## config.mk

```make
export PLATFORM = sky130hd
export DESIGN_NAME = ysyx_23060061_idu_flat
export DESIGN_NICKNAME = d
export VERILOG_FILES = /design/src/rtl/ysyx_23060061_idu_if.sv /design/src/rtl/ysyx_23060061_idu.sv /design/src/flat_wrapper.sv
export SDC_FILE = /design/constraint.sdc
export NUM_CORES = 1
export LEC_CHECK = 0
export ABC_AREA = 1
export CAP_MARGIN = 0
export CORE_MARGIN = 8
export CORE_UTILIZATION = 45
export CTS_BUF_LIST = sky130_fd_sc_hd__clkbuf_8
export CTS_CLUSTER_SIZE = 20
export DETAILED_ROUTE_END_ITERATION = 7
export PLACE_DENSITY = 0.73
export SYNTH_ARGS = -nofsm -noshare
export SYNTH_HDL_FRONTEND = slang
export SYNTH_SLANG_ARGS = --single-unit
```

## constraint.sdc

```tcl
create_clock -name clk -period 11.93 [get_ports clk]
set_clock_uncertainty 0.15 [all_clocks]
set_input_delay 2.386 -clock clk [delete_from_list [all_inputs] [get_ports clk]]
set_output_delay 2.386 -clock clk [all_outputs]
set_load 0.1 [all_outputs]
```

## src/rtl/ysyx_23060061_idu_if.sv

```systemverilog
// IFU->IDU->EXU handshake bundle: fetch beat in, decoded head entry out.
interface ysyx_23060061_idu_if #(
  parameter int XLEN = 32
);
  logic            in_valid;
  logic            in_ready;
  logic [XLEN-1:0] in_pc;
  logic [31:0]     in_inst;
  logic            out_valid;
  logic            out_ready;
  logic [XLEN-1:0] out_pc;
  logic [4:0]      out_rd, out_rs1, out_rs2;
  logic [XLEN-1:0] out_imm;
  logic [3:0]      out_aluOp;
  logic            out_aluAsel, out_aluBsel, out_RegWrite;
  logic [1:0]      out_MemRW;
  logic [2:0]      out_memExt;
  logic [3:0]      out_wmask;
  logic [1:0]      out_WBSel;
  logic [2:0]      out_brType;
  logic            out_isBranch, out_isJal, out_isJalr;
  logic            out_mduEn;
  logic [2:0]      out_mduOp;
  logic            out_ebreak, out_ecall, out_illegal;

  modport slave (
    input  in_valid, in_pc, in_inst, out_ready,
    output in_ready, out_valid, out_pc, out_rd, out_rs1, out_rs2, out_imm,
           out_aluOp, out_aluAsel, out_aluBsel, out_RegWrite, out_MemRW,
           out_memExt, out_wmask, out_WBSel, out_brType, out_isBranch,
           out_isJal, out_isJalr, out_mduEn, out_mduOp, out_ebreak,
           out_ecall, out_illegal
  );

  modport master (
    output in_valid, in_pc, in_inst, out_ready,
    input  in_ready, out_valid, out_pc, out_rd, out_rs1, out_rs2, out_imm,
           out_aluOp, out_aluAsel, out_aluBsel, out_RegWrite, out_MemRW,
           out_memExt, out_wmask, out_WBSel, out_brType, out_isBranch,
           out_isJal, out_isJalr, out_mduEn, out_mduOp, out_ebreak,
           out_ecall, out_illegal
  );
endinterface

```

## src/rtl/ysyx_23060061_idu.sv

```systemverilog
// Registered RV32I/M/E decode stage: combinational decode of the input beat
// written into a DEPTH-entry FIFO whose head drives the EXU-facing fields.
module ysyx_23060061_idu #(
  parameter int XLEN     = 32,
  parameter int DEPTH    = 2,
  parameter bit EN_M     = 1'b0,
  parameter int NUM_REGS = 32
) (
  input  logic                   clk,
  input  logic                   rst_n,
  input  logic                   flush,
  ysyx_23060061_idu_if.slave     bus
);
  localparam int AW = $clog2(DEPTH);

  typedef struct packed {
    logic [XLEN-1:0] pc;
    logic [4:0]      rd, rs1, rs2;
    logic [XLEN-1:0] imm;
    logic [3:0]      aluOp;
    logic            aluAsel, aluBsel, RegWrite;
    logic [1:0]      MemRW;
    logic [2:0]      memExt;
    logic [3:0]      wmask;
    logic [1:0]      WBSel;
    logic [2:0]      brType;
    logic            isBranch, isJal, isJalr;
    logic            mduEn;
    logic [2:0]      mduOp;
    logic            ebreak, ecall, illegal;
  } dec_t;

  logic [31:0] inst;
  logic [6:0]  opc, f7;
  logic [2:0]  f3;
  logic [31:0] imm_i, imm_s, imm_b, imm_u, imm_j, imm32;
  logic        ill, use_rd, use_rs1, use_rs2;
  dec_t        d, clr;

  assign inst  = bus.in_inst;
  assign opc   = inst[6:0];
  assign f3    = inst[14:12];
  assign f7    = inst[31:25];
  assign imm_i = {{20{inst[31]}}, inst[31:20]};
  assign imm_s = {{20{inst[31]}}, inst[31:25], inst[11:7]};
  assign imm_b = {{19{inst[31]}}, inst[31], inst[7], inst[30:25], inst[11:8], 1'b0};
  assign imm_u = {inst[31:12], 12'b0};
  assign imm_j = {{11{inst[31]}}, inst[31], inst[19:12], inst[20], inst[30:21], 1'b0};

  always_comb begin
    d       = '0;
    d.pc    = bus.in_pc;
    clr     = '0;
    ill     = 1'b0;
    use_rd  = 1'b0;
    use_rs1 = 1'b0;
    use_rs2 = 1'b0;
    imm32   = '0;
    case (opc)
      7'b0110111: begin // lui
        use_rd = 1'b1; imm32 = imm_u; d.aluOp = 4'b0001;
        d.aluBsel = 1'b1; d.RegWrite = 1'b1; d.WBSel = 2'b01;
      end
      7'b0010111: begin // auipc
        use_rd = 1'b1; imm32 = imm_u; d.aluAsel = 1'b1;
        d.aluBsel = 1'b1; d.RegWrite = 1'b1; d.WBSel = 2'b01;
      end
      7'b1101111: begin // jal
        use_rd = 1'b1; imm32 = imm_j; d.aluAsel = 1'b1; d.aluBsel = 1'b1;
        d.RegWrite = 1'b1; d.WBSel = 2'b10; d.isJal = 1'b1;
      end
      7'b1100111: begin // jalr
        use_rd = 1'b1; use_rs1 = 1'b1; imm32 = imm_i; d.aluOp = 4'b0010;
        d.aluBsel = 1'b1; d.RegWrite = 1'b1; d.WBSel = 2'b10; d.isJalr = 1'b1;
        if (f3 != 3'b000) ill = 1'b1;
      end
      7'b1100011: begin // branch: target only, condition resolved in EXU
        use_rs1 = 1'b1; use_rs2 = 1'b1; imm32 = imm_b; d.aluAsel = 1'b1;
        d.aluBsel = 1'b1; d.isBranch = 1'b1; d.brType = f3;
        if (f3 == 3'b010 || f3 == 3'b011) ill = 1'b1;
      end
      7'b0000011: begin // load
        use_rd = 1'b1; use_rs1 = 1'b1; imm32 = imm_i; d.aluBsel = 1'b1;
        d.RegWrite = 1'b1; d.MemRW = 2'b10; d.WBSel = 2'b00;
        case (f3)
          3'b000:  d.memExt = 3'b001;
          3'b001:  d.memExt = 3'b010;
          3'b010:  d.memExt = 3'b000;
          3'b100:  d.memExt = 3'b011;
          3'b101:  d.memExt = 3'b100;
          default: ill = 1'b1;
        endcase
      end
      7'b0100011: begin // store
        use_rs1 = 1'b1; use_rs2 = 1'b1; imm32 = imm_s; d.aluBsel = 1'b1;
        d.MemRW = 2'b01;
        case (f3)
          3'b000:  d.wmask = 4'b0001;
          3'b001:  d.wmask = 4'b0011;
          3'b010:  d.wmask = 4'b1111;
          default: ill = 1'b1;
        endcase
      end
      7'b0010011: begin // op-imm
        use_rd = 1'b1; use_rs1 = 1'b1; imm32 = imm_i; d.aluBsel = 1'b1;
        d.RegWrite = 1'b1; d.WBSel = 2'b01;
        case (f3)
          3'b000: d.aluOp = 4'b0000;
          3'b010: d.aluOp = 4'b0101;
          3'b011: d.aluOp = 4'b0100;
          3'b100: d.aluOp = 4'b0110;
          3'b110: d.aluOp = 4'b1000;
          3'b111: d.aluOp = 4'b1001;
          3'b001: begin
            d.aluOp = 4'b1010;
            if (f7 != 7'b0000000) ill = 1'b1;
          end
          default: begin
            if (f7 == 7'b0000000)      d.aluOp = 4'b1011;
            else if (f7 == 7'b0100000) d.aluOp = 4'b0111;
            else                       ill = 1'b1;
          end
        endcase
      end
      7'b0110011: begin // op / M
        use_rd = 1'b1; use_rs1 = 1'b1; use_rs2 = 1'b1;
        d.RegWrite = 1'b1; d.WBSel = 2'b01;
        if (f7 == 7'b0000000) begin
          case (f3)
            3'b000:  d.aluOp = 4'b0000;
            3'b001:  d.aluOp = 4'b1010;
            3'b010:  d.aluOp = 4'b0101;
            3'b011:  d.aluOp = 4'b0100;
            3'b100:  d.aluOp = 4'b0110;
            3'b101:  d.aluOp = 4'b1011;
            3'b110:  d.aluOp = 4'b1000;
            default: d.aluOp = 4'b1001;
          endcase
        end else if (f7 == 7'b0100000) begin
          if (f3 == 3'b000)      d.aluOp = 4'b0011;
          else if (f3 == 3'b101) d.aluOp = 4'b0111;
          else                   ill = 1'b1;
        end else if (f7 == 7'b0000001 && EN_M) begin
          d.mduEn = 1'b1; d.mduOp = f3;
        end else begin
          ill = 1'b1;
        end
      end
      7'b0001111: if (f3 != 3'b000) ill = 1'b1;
      7'b1110011: begin
        if (inst == 32'h0000_0073)      d.ecall  = 1'b1;
        else if (inst == 32'h0010_0073) d.ebreak = 1'b1;
        else                            ill = 1'b1;
      end
      default: ill = 1'b1;
    endcase

    d.rd  = use_rd  ? inst[11:7]  : 5'd0;
    d.rs1 = use_rs1 ? inst[19:15] : 5'd0;
    d.rs2 = use_rs2 ? inst[24:20] : 5'd0;
    d.imm = XLEN'($signed(imm32));
    if (NUM_REGS == 16 && (d.rd[4] | d.rs1[4] | d.rs2[4])) ill = 1'b1;
    if (d.rd == 5'd0) d.RegWrite = 1'b0;

    // Illegal beats keep only what is taken straight from pc/inst
    if (ill) begin
      clr.pc      = d.pc;
      clr.rd      = d.rd;
      clr.rs1     = d.rs1;
      clr.rs2     = d.rs2;
      clr.imm     = d.imm;
      clr.illegal = 1'b1;
      d           = clr;
    end
  end

  dec_t          mem_q [DEPTH];
  logic [AW-1:0] wptr_q, wptr_d, rptr_q, rptr_d;
  logic [AW:0]   cnt_q, cnt_d;
  logic          push, pop;
  dec_t          head;

  assign bus.in_ready  = rst_n & (cnt_q < (AW+1)'(DEPTH));
  assign bus.out_valid = (cnt_q != '0);
  assign push = bus.in_valid & bus.in_ready;
  assign pop  = bus.out_valid & bus.out_ready;

  always_comb begin
    wptr_d = wptr_q;
    rptr_d = rptr_q;
    cnt_d  = cnt_q;
    if (flush) begin
      wptr_d = '0;
      rptr_d = '0;
      cnt_d  = '0;
    end else begin
      if (push) wptr_d = wptr_q + 1'b1;
      if (pop)  rptr_d = rptr_q + 1'b1;
      cnt_d = cnt_q + (AW+1)'(push) - (AW+1)'(pop);
    end
  end

  always_ff @(posedge clk) begin
    if (!rst_n) begin
      wptr_q <= '0;
      rptr_q <= '0;
      cnt_q  <= '0;
      for (int i = 0; i < DEPTH; i++) mem_q[i] <= '0;
    end else begin
      wptr_q <= wptr_d;
      rptr_q <= rptr_d;
      cnt_q  <= cnt_d;
      if (push && !flush) mem_q[wptr_q] <= d;
    end
  end

  assign head             = mem_q[rptr_q];
  assign bus.out_pc       = head.pc;
  assign bus.out_rd       = head.rd;
  assign bus.out_rs1      = head.rs1;
  assign bus.out_rs2      = head.rs2;
  assign bus.out_imm      = head.imm;
  assign bus.out_aluOp    = head.aluOp;
  assign bus.out_aluAsel  = head.aluAsel;
  assign bus.out_aluBsel  = head.aluBsel;
  assign bus.out_RegWrite = head.RegWrite;
  assign bus.out_MemRW    = head.MemRW;
  assign bus.out_memExt   = head.memExt;
  assign bus.out_wmask    = head.wmask;
  assign bus.out_WBSel    = head.WBSel;
  assign bus.out_brType   = head.brType;
  assign bus.out_isBranch = head.isBranch;
  assign bus.out_isJal    = head.isJal;
  assign bus.out_isJalr   = head.isJalr;
  assign bus.out_mduEn    = head.mduEn;
  assign bus.out_mduOp    = head.mduOp;
  assign bus.out_ebreak   = head.ebreak;
  assign bus.out_ecall    = head.ecall;
  assign bus.out_illegal  = head.illegal;
endmodule

```

## src/flat_wrapper.sv

```systemverilog
// flat-port wrapper written by rule: the top's interface ports become plain ports
module ysyx_23060061_idu_flat 
#(
  parameter int XLEN     = 32,
  parameter int DEPTH    = 2,
  parameter bit EN_M     = 1'b0,
  parameter int NUM_REGS = 32
)
  (clk, rst_n, flush, bus_in_valid, bus_in_pc, bus_in_inst, bus_out_ready, bus_in_ready, bus_out_valid, bus_out_pc, bus_out_rd, bus_out_rs1, bus_out_rs2, bus_out_imm, bus_out_aluOp, bus_out_aluAsel, bus_out_aluBsel, bus_out_RegWrite, bus_out_MemRW, bus_out_memExt, bus_out_wmask, bus_out_WBSel, bus_out_brType, bus_out_isBranch, bus_out_isJal, bus_out_isJalr, bus_out_mduEn, bus_out_mduOp, bus_out_ebreak, bus_out_ecall, bus_out_illegal);
  ysyx_23060061_idu_if #(.XLEN(XLEN)) bus_i ();
  input  logic clk;
  input  logic rst_n;
  input  logic flush;
  input wire logic [$bits(bus_i.in_valid)-1:0] bus_in_valid;
  input wire logic [$bits(bus_i.in_pc)-1:0] bus_in_pc;
  input wire logic [$bits(bus_i.in_inst)-1:0] bus_in_inst;
  input wire logic [$bits(bus_i.out_ready)-1:0] bus_out_ready;
  output wire logic [$bits(bus_i.in_ready)-1:0] bus_in_ready;
  output wire logic [$bits(bus_i.out_valid)-1:0] bus_out_valid;
  output wire logic [$bits(bus_i.out_pc)-1:0] bus_out_pc;
  output wire logic [$bits(bus_i.out_rd)-1:0] bus_out_rd;
  output wire logic [$bits(bus_i.out_rs1)-1:0] bus_out_rs1;
  output wire logic [$bits(bus_i.out_rs2)-1:0] bus_out_rs2;
  output wire logic [$bits(bus_i.out_imm)-1:0] bus_out_imm;
  output wire logic [$bits(bus_i.out_aluOp)-1:0] bus_out_aluOp;
  output wire logic [$bits(bus_i.out_aluAsel)-1:0] bus_out_aluAsel;
  output wire logic [$bits(bus_i.out_aluBsel)-1:0] bus_out_aluBsel;
  output wire logic [$bits(bus_i.out_RegWrite)-1:0] bus_out_RegWrite;
  output wire logic [$bits(bus_i.out_MemRW)-1:0] bus_out_MemRW;
  output wire logic [$bits(bus_i.out_memExt)-1:0] bus_out_memExt;
  output wire logic [$bits(bus_i.out_wmask)-1:0] bus_out_wmask;
  output wire logic [$bits(bus_i.out_WBSel)-1:0] bus_out_WBSel;
  output wire logic [$bits(bus_i.out_brType)-1:0] bus_out_brType;
  output wire logic [$bits(bus_i.out_isBranch)-1:0] bus_out_isBranch;
  output wire logic [$bits(bus_i.out_isJal)-1:0] bus_out_isJal;
  output wire logic [$bits(bus_i.out_isJalr)-1:0] bus_out_isJalr;
  output wire logic [$bits(bus_i.out_mduEn)-1:0] bus_out_mduEn;
  output wire logic [$bits(bus_i.out_mduOp)-1:0] bus_out_mduOp;
  output wire logic [$bits(bus_i.out_ebreak)-1:0] bus_out_ebreak;
  output wire logic [$bits(bus_i.out_ecall)-1:0] bus_out_ecall;
  output wire logic [$bits(bus_i.out_illegal)-1:0] bus_out_illegal;
  assign bus_i.in_valid = bus_in_valid;
  assign bus_i.in_pc = bus_in_pc;
  assign bus_i.in_inst = bus_in_inst;
  assign bus_i.out_ready = bus_out_ready;
  assign bus_in_ready = bus_i.in_ready;
  assign bus_out_valid = bus_i.out_valid;
  assign bus_out_pc = bus_i.out_pc;
  assign bus_out_rd = bus_i.out_rd;
  assign bus_out_rs1 = bus_i.out_rs1;
  assign bus_out_rs2 = bus_i.out_rs2;
  assign bus_out_imm = bus_i.out_imm;
  assign bus_out_aluOp = bus_i.out_aluOp;
  assign bus_out_aluAsel = bus_i.out_aluAsel;
  assign bus_out_aluBsel = bus_i.out_aluBsel;
  assign bus_out_RegWrite = bus_i.out_RegWrite;
  assign bus_out_MemRW = bus_i.out_MemRW;
  assign bus_out_memExt = bus_i.out_memExt;
  assign bus_out_wmask = bus_i.out_wmask;
  assign bus_out_WBSel = bus_i.out_WBSel;
  assign bus_out_brType = bus_i.out_brType;
  assign bus_out_isBranch = bus_i.out_isBranch;
  assign bus_out_isJal = bus_i.out_isJal;
  assign bus_out_isJalr = bus_i.out_isJalr;
  assign bus_out_mduEn = bus_i.out_mduEn;
  assign bus_out_mduOp = bus_i.out_mduOp;
  assign bus_out_ebreak = bus_i.out_ebreak;
  assign bus_out_ecall = bus_i.out_ecall;
  assign bus_out_illegal = bus_i.out_illegal;
  ysyx_23060061_idu #(.XLEN(XLEN), .DEPTH(DEPTH), .EN_M(EN_M), .NUM_REGS(NUM_REGS)) u_core (.clk(clk), .rst_n(rst_n), .flush(flush), .bus(bus_i));
endmodule
```

; ---- Yosys cells after proc, flatten, opt, wreduce, memory -nomap -nowiden
; Memories as Yosys holds them, arrays and structs flattened. A register that Yosys moved wholly into a read port is not among the register bits.
; Cells that the tools add are included.
[op_classes]
n_addsub = 4
muxes = 57
div = 0
order_cmp = 1
shift = 0
n_eq_ne = 21
reduce_logical = 25
n_bitwise = 4
mul = 0
[op_table]
columns = operator, count
row1 = $pmux W32 S5, 1
row2 = $mux W110, 1
row3 = $reduce_or A110 Y1, 1
row4 = $pmux W4 S7, 2
row5 = $eq A32 B21 Y1 const B, 1
row6 = $eq A32 B7 Y1 const B, 1
row7 = $mux W1, 32
row8 = $mux W31, 1
row9 = $eq A7 B6 Y1 const B, 4
row10 = $eq A7 B7 Y1 const B, 4
row11 = $mux W4, 6
row12 = $pmux W4 S4, 1
row13 = $mux W5, 3
row14 = $reduce_or A3 Y1, 5
row15 = $eq A7 B5 Y1 const B, 2
row16 = $eq A3 B3 Y1 const B, 4
row17 = $pmux W3 S4, 1
row18 = $pmux W4 S3, 1
row19 = $reduce_or A6 Y1, 2
row20 = $mux W3, 3
row21 = $pmux W1 S8, 1
row22 = $pmux W2 S2, 2
row23 = $reduce_or A2 Y1, 4
row24 = $reduce_or A8 Y1, 1
row25 = 24 further kinds, 28
[word_totals]
output_inout_bits = 112
latchBits = 0
input_bits = 69
regBits = 4
rom_bits = 0
n_memories = 1
mem_bits_rw = 220
word_cells = 116
[mem_list]
columns = name, depth, word_bits, rd, rd_ports_with_merged_regs, write_ports, line_no
row1 = u_core.mem_q, 2, 110, 1, 1, 2, ysyx_23060061_idu.sv:177  ; dec_t mem_q [DEPTH];

; ---- Longest topological paths before layout
[logic_depth]
ltp_word = 9
ltp_mapped = 13
mapped_depth_nobuf = 12

; ---- Worst setup path after synthesis
; OpenSTA, ideal clock, no wires.
[synth_timing]
kind = in2reg
start = input rst_n
end = memory u_core.mem_q[1][0] (netlist name), enable pin
t_arrival_ns = 6.486
path_stages = 9
setup_ns = 0.467
path_slack_ns = 4.828
path_buffers = 1
t_required_ns = 11.313
path_cell_list = inv_1 nor2_2 nand2_1 inv_1 nand2_1 nor2_2 inv_2 clkbuf_1 nand2_1
[synth_rtl]
columns = item, line_no
row1 = "start, declared", flat_wrapper.sv:12  ; input logic rst_n;
row2 = "end, declared", ysyx_23060061_idu.sv:177

; ---- Worst setup path after layout
[layout_timing]
start = input rst_n
end = output bus_in_ready
[layout_between]
elab_chain_cells = 1
[layout_lines]
columns = item, line_no
row1 = $and A1 B1 Y1, ysyx_23060061_idu.sv:183  ; assign bus.in_ready = rst_n & (cnt_q < (AW+1)'(DEPTH));
row2 = "end, declared", flat_wrapper.sv:18  ; output wire logic [$bits(bus_i.in_ready)-1:0] bus_in_ready;
; Every way passes these cells.

==> results.md <==
Run status:
- The run finished with clean final reports.

Routing:
- After the first detailed-routing iteration, the DRC count stood at about 500.
- The detailed-route wire length per cell is 18.2 µm.
- The total via count after detailed routing is 7052.
- The first detailed-routing pass took 5 iterations.
- The ratio of routed vias to standard cells is 5.08.
- The final layout contains routed wiring with a total length of around 25 mm.
- The DRC violation count after routing is 0.
- Once detail routing completed, the nets flagged for antenna violations numbered 0.

Clock tree:
- Clock-pin slew was measured on the worst setup and hold paths at approximately 0.06 ns.
- The number of sinks driven by the clock tree is approximately 220.
- The number of instances resized during post-cts repair is 0.
- At the later pin of the worst-skew pair, clock insertion delay measures 0.52 ns.
- The buffers inserted during post-CTS setup optimization is 0.
- TritonCTS built the clock tree.
- The maximum root-to-sink buffer count is 3.
- The number of buffers inserted for hold repair after clock tree synthesis is 0.
- The tree is rooted in a sky130_fd_sc_hd__clkbuf_8.
- In this run the number of H-tree levels came out at 2.
- TritonCTS created 38 clock buffers.

Floorplanning:
- The starting utilization of the core area is 0.451.
- The die is ~170 µm tall.
- The boundary pin count is 181.
- The floorplan has between 50 and 60 rows.
- The core region is 22400 µm².
- The die covers 27500 µm².
- The overall die width is around 170 µm.

Pwr:
- VDD sags by at most between 0.09 and 0.1 mV.
- The design draws 1.80 mW.
- The leakage power is 5.15 nW.
- The total power per unit cell area is 141 nW/µm².

Layout:
- The core occupancy in the finished layout is 0.570.
- The final layout contains 1148 nets.
- The library cells used most frequently in the layout, excluding fill and tap cells, are 211 x sky130_fd_sc_hd__nor2_1, 210 x sky130_fd_sc_hd__edfxtp_1, 176 x sky130_fd_sc_hd__clkdlybuf4s50_1, 118 x sky130_fd_sc_hd__inv_1, 108 x sky130_fd_sc_hd__nand2_1.
- The most frequent standard cell in the layout excluding fill and tap cells is sky130_fd_sc_hd__nor2_1.
- Compared with the post-synthesis result, the final layout area differs by 26.3%.
- The area occupied by multi-input gates is 3110 µm².
- The final cell area excluding filler cells is 12800 µm².
- In the final layout, the share of cells above drive strength 1 is 0.174.
- The sequential cell area is 6410 µm².
- The final instance count without filler cells is approximately 1400.
- The filler cells instantiated in the layout total approximately 1900.

Critical path:
- For flop-to-flop paths, the worst setup slack is 8.41 ns.
- The critical-path cell with the highest stage delay is sky130_fd_sc_hd__clkdlybuf4s50_1.
- The largest single stage delay on the critical path is 1.17 ns.
- The data arrival time at the worst-slack endpoint is ~4.4 ns.
- The worst setup path is captured at an output pin.
- The cell seen most often among critical-path stages is sky130_fd_sc_hd__clkdlybuf4s50_1.
- STA classifies the critical path startpoint as a primary input.
- In this run the worst path has a maximum fanout of 3.
- Walking the worst path, the cells encountered are clkdlybuf4s50_1 -> inv_1 -> nor2_2 -> clkdlybuf4s50_1.
- The required time at the endpoint of the critical path is 9.39 ns.
- The count of buffering cells on the critical path with inverters included is 3.
- The critical path class is in2out.
- The end of the worst register-to-register path is u_core.mem_q[1][15].
- The number of cell instances on the worst register-to-register path is 8.
- The kind of cell with the highest combined delay on the critical path is buffers and inverters.
- The startpoint identified for the worst register-to-register timing path is u_core.cnt_q[1].

Timing:
- The relative max-transition margin is 0.280.
- The max-slew violation total from the final report is 0.
- The accumulated negative setup slack is 0 ns.
- The total of endpoints with negative setup slack in the final report is 0.
- The hold violation total from the final report is 0.
- Based on the critical path, the design can be clocked at up to 0.145 GHz.
- Dividing the final minimum period by the clock period gives 0.579.
- The final critical path time including I/O delays and setup is 6.91 ns.
- Setup repair after global routing left no endpoint under its margin.
- For the pin with the worst max-slew slack, the measured transition is 1.08 ns.

Synthesis:
- The sequential element share of the synthesized area is 0.635.
- The share of the synthesized area in the top cell type is 0.625.
- The total number of yosys warnings is 0.
- sky130_fd_sc_hd__edfxtp_1 takes more of the synthesized area than any other cell.
- The post-synthesis sequential element count is 215.
- By area the synthesized netlist is led by sky130_fd_sc_hd__edfxtp_1 62%, sky130_fd_sc_hd__mux2_2 12%, sky130_fd_sc_hd__nor2_1 7.8%, sky130_fd_sc_hd__nand2_1 4.1%, sky130_fd_sc_hd__inv_1 4.0%.
- Summing every instance area after synthesis gives 10100 µm².
- The synthesized instance count is just under 900.
- The synthesized netlist contains 38 unique library cells.
- In this run the mean area of a mapped cell was 11.3 µm².

GRT:
- The number of global-route vias before repair is 7295.
- The total routing resource utilization after global routing is 0.182.
- For met1 alone, demand over resource in global routing was 0.236.
- The number of antenna violations at the first check in global routing came to 1.
- met2 is the most crowded layer.
- The first global-routing pass estimated 39.7 mm of wire.
- For met3 alone, demand over resource in global routing was 0.0435.
- The maximum number of pins on one net before global-route repair is 82.
- The met2 track demand over resource is 0.299.
- The total overflow left after global routing is 0.

Min path:
- The path class of the lowest-slack min-delay path is reg2reg.
- The start point of the worst hold path is u_core.rptr_q.
- The number of stages on the worst hold path is 1.

Place:
- The cell area after placement is 12100 µm².
- The placed wire-length estimate after detailed placement is around 16 mm.
- At the end of routability-driven placement, the weighted congestion stood at 0.912.
- During placement, the flow inserted port buffers numbering roughly 180.
- In this run, placement finished with an instance count of 1322.

Flow run:
- The number of max-capacitance violations reported is 0.
[final cells by class]
cell class	count	share of cell area
diodes	1	0.000196
clock buffers	41	0.0443
clock inverters	23	0.00716
inverters	111	0.0327
multi-input cells	530	0.244
flip-flops and latches	215	0.503
well taps	285	0.0280
repair buffers	181	0.141
[per-stage QoR]
| stage | hold WS [ns] | worst slack (ns) |
|---|---|---|
| global placement | 0.286 | 5.06 |
| CTS | 0.304 | 5.02 |
| global route | 0.326 | 4.95 |
| finish | 0.308 | 5.02 |
| detailed placement | 0.289 | 5.03 |
| floorplan | 0.275 | 4.83 |
[kinds of logic after synthesis]
family                     synth area share
adders and majority gates           0.00248
DFF                                   0.635
and+or+nand+nor                       0.156
muxes                                 0.117
other                              0.000371
xor gates and xnor gates           0.000868
buffers and inverters                0.0599
AOI/OAI and AO/OA                    0.0292
[cells in the mapped netlist, drive strengths merged]
master    n
xnor2     1
clkbuf   18
nor3      6
buf      20
nand4     3
conb      1
o31ai     1
inv     111
a22oi     4
or2       2
nand2   115
nor2    219
nand3    28
a32oi     1
o22ai     1
o21ai    21
mux2    105
a211oi    8
a21oi     8
ha        2
a21boi    1
dfxtp     5
edfxtp  210
[state kept, by name, summed over array words and instances (netlist names), named ones only]
signal / flops
u_core.cnt_q: 2
u_core.mem_q: 210
u_core.rptr_q: 1
u_core.wptr_q: 1
[layer usage]
metal	part of all wire	wire length (µm)
met1	0.44	11000
met2	0.47	12000
met3	0.069	1750
met4	0.022	550
met5	0	0
[where the power goes]
part	total (mW)	internal (mW)	leakage (nW)	switching, mW
logic	0.324	0.0808	2.54	0.244
clock network	0.605	0.314	0.378	0.291
registers	0.871	0.862	2.23	0.00847
total	1.80	1.26	5.15	0.543
[worst max path at each step]
stage                                    end  depth (start not counted)  slack [ns]   from
after floorplan           u_core.mem_q[1][0]                          9        4.83  rst_n
after global placement          bus_in_ready                          4        5.06  rst_n
after detailed placement        bus_in_ready                          4        5.03  rst_n
after CTS                       bus_in_ready                          4        5.02  rst_n
after global routing            bus_in_ready                          4        4.95  rst_n
final                           bus_in_ready                          4        5.02  rst_n
Note: power is estimated with default switching activity, not from simulation.
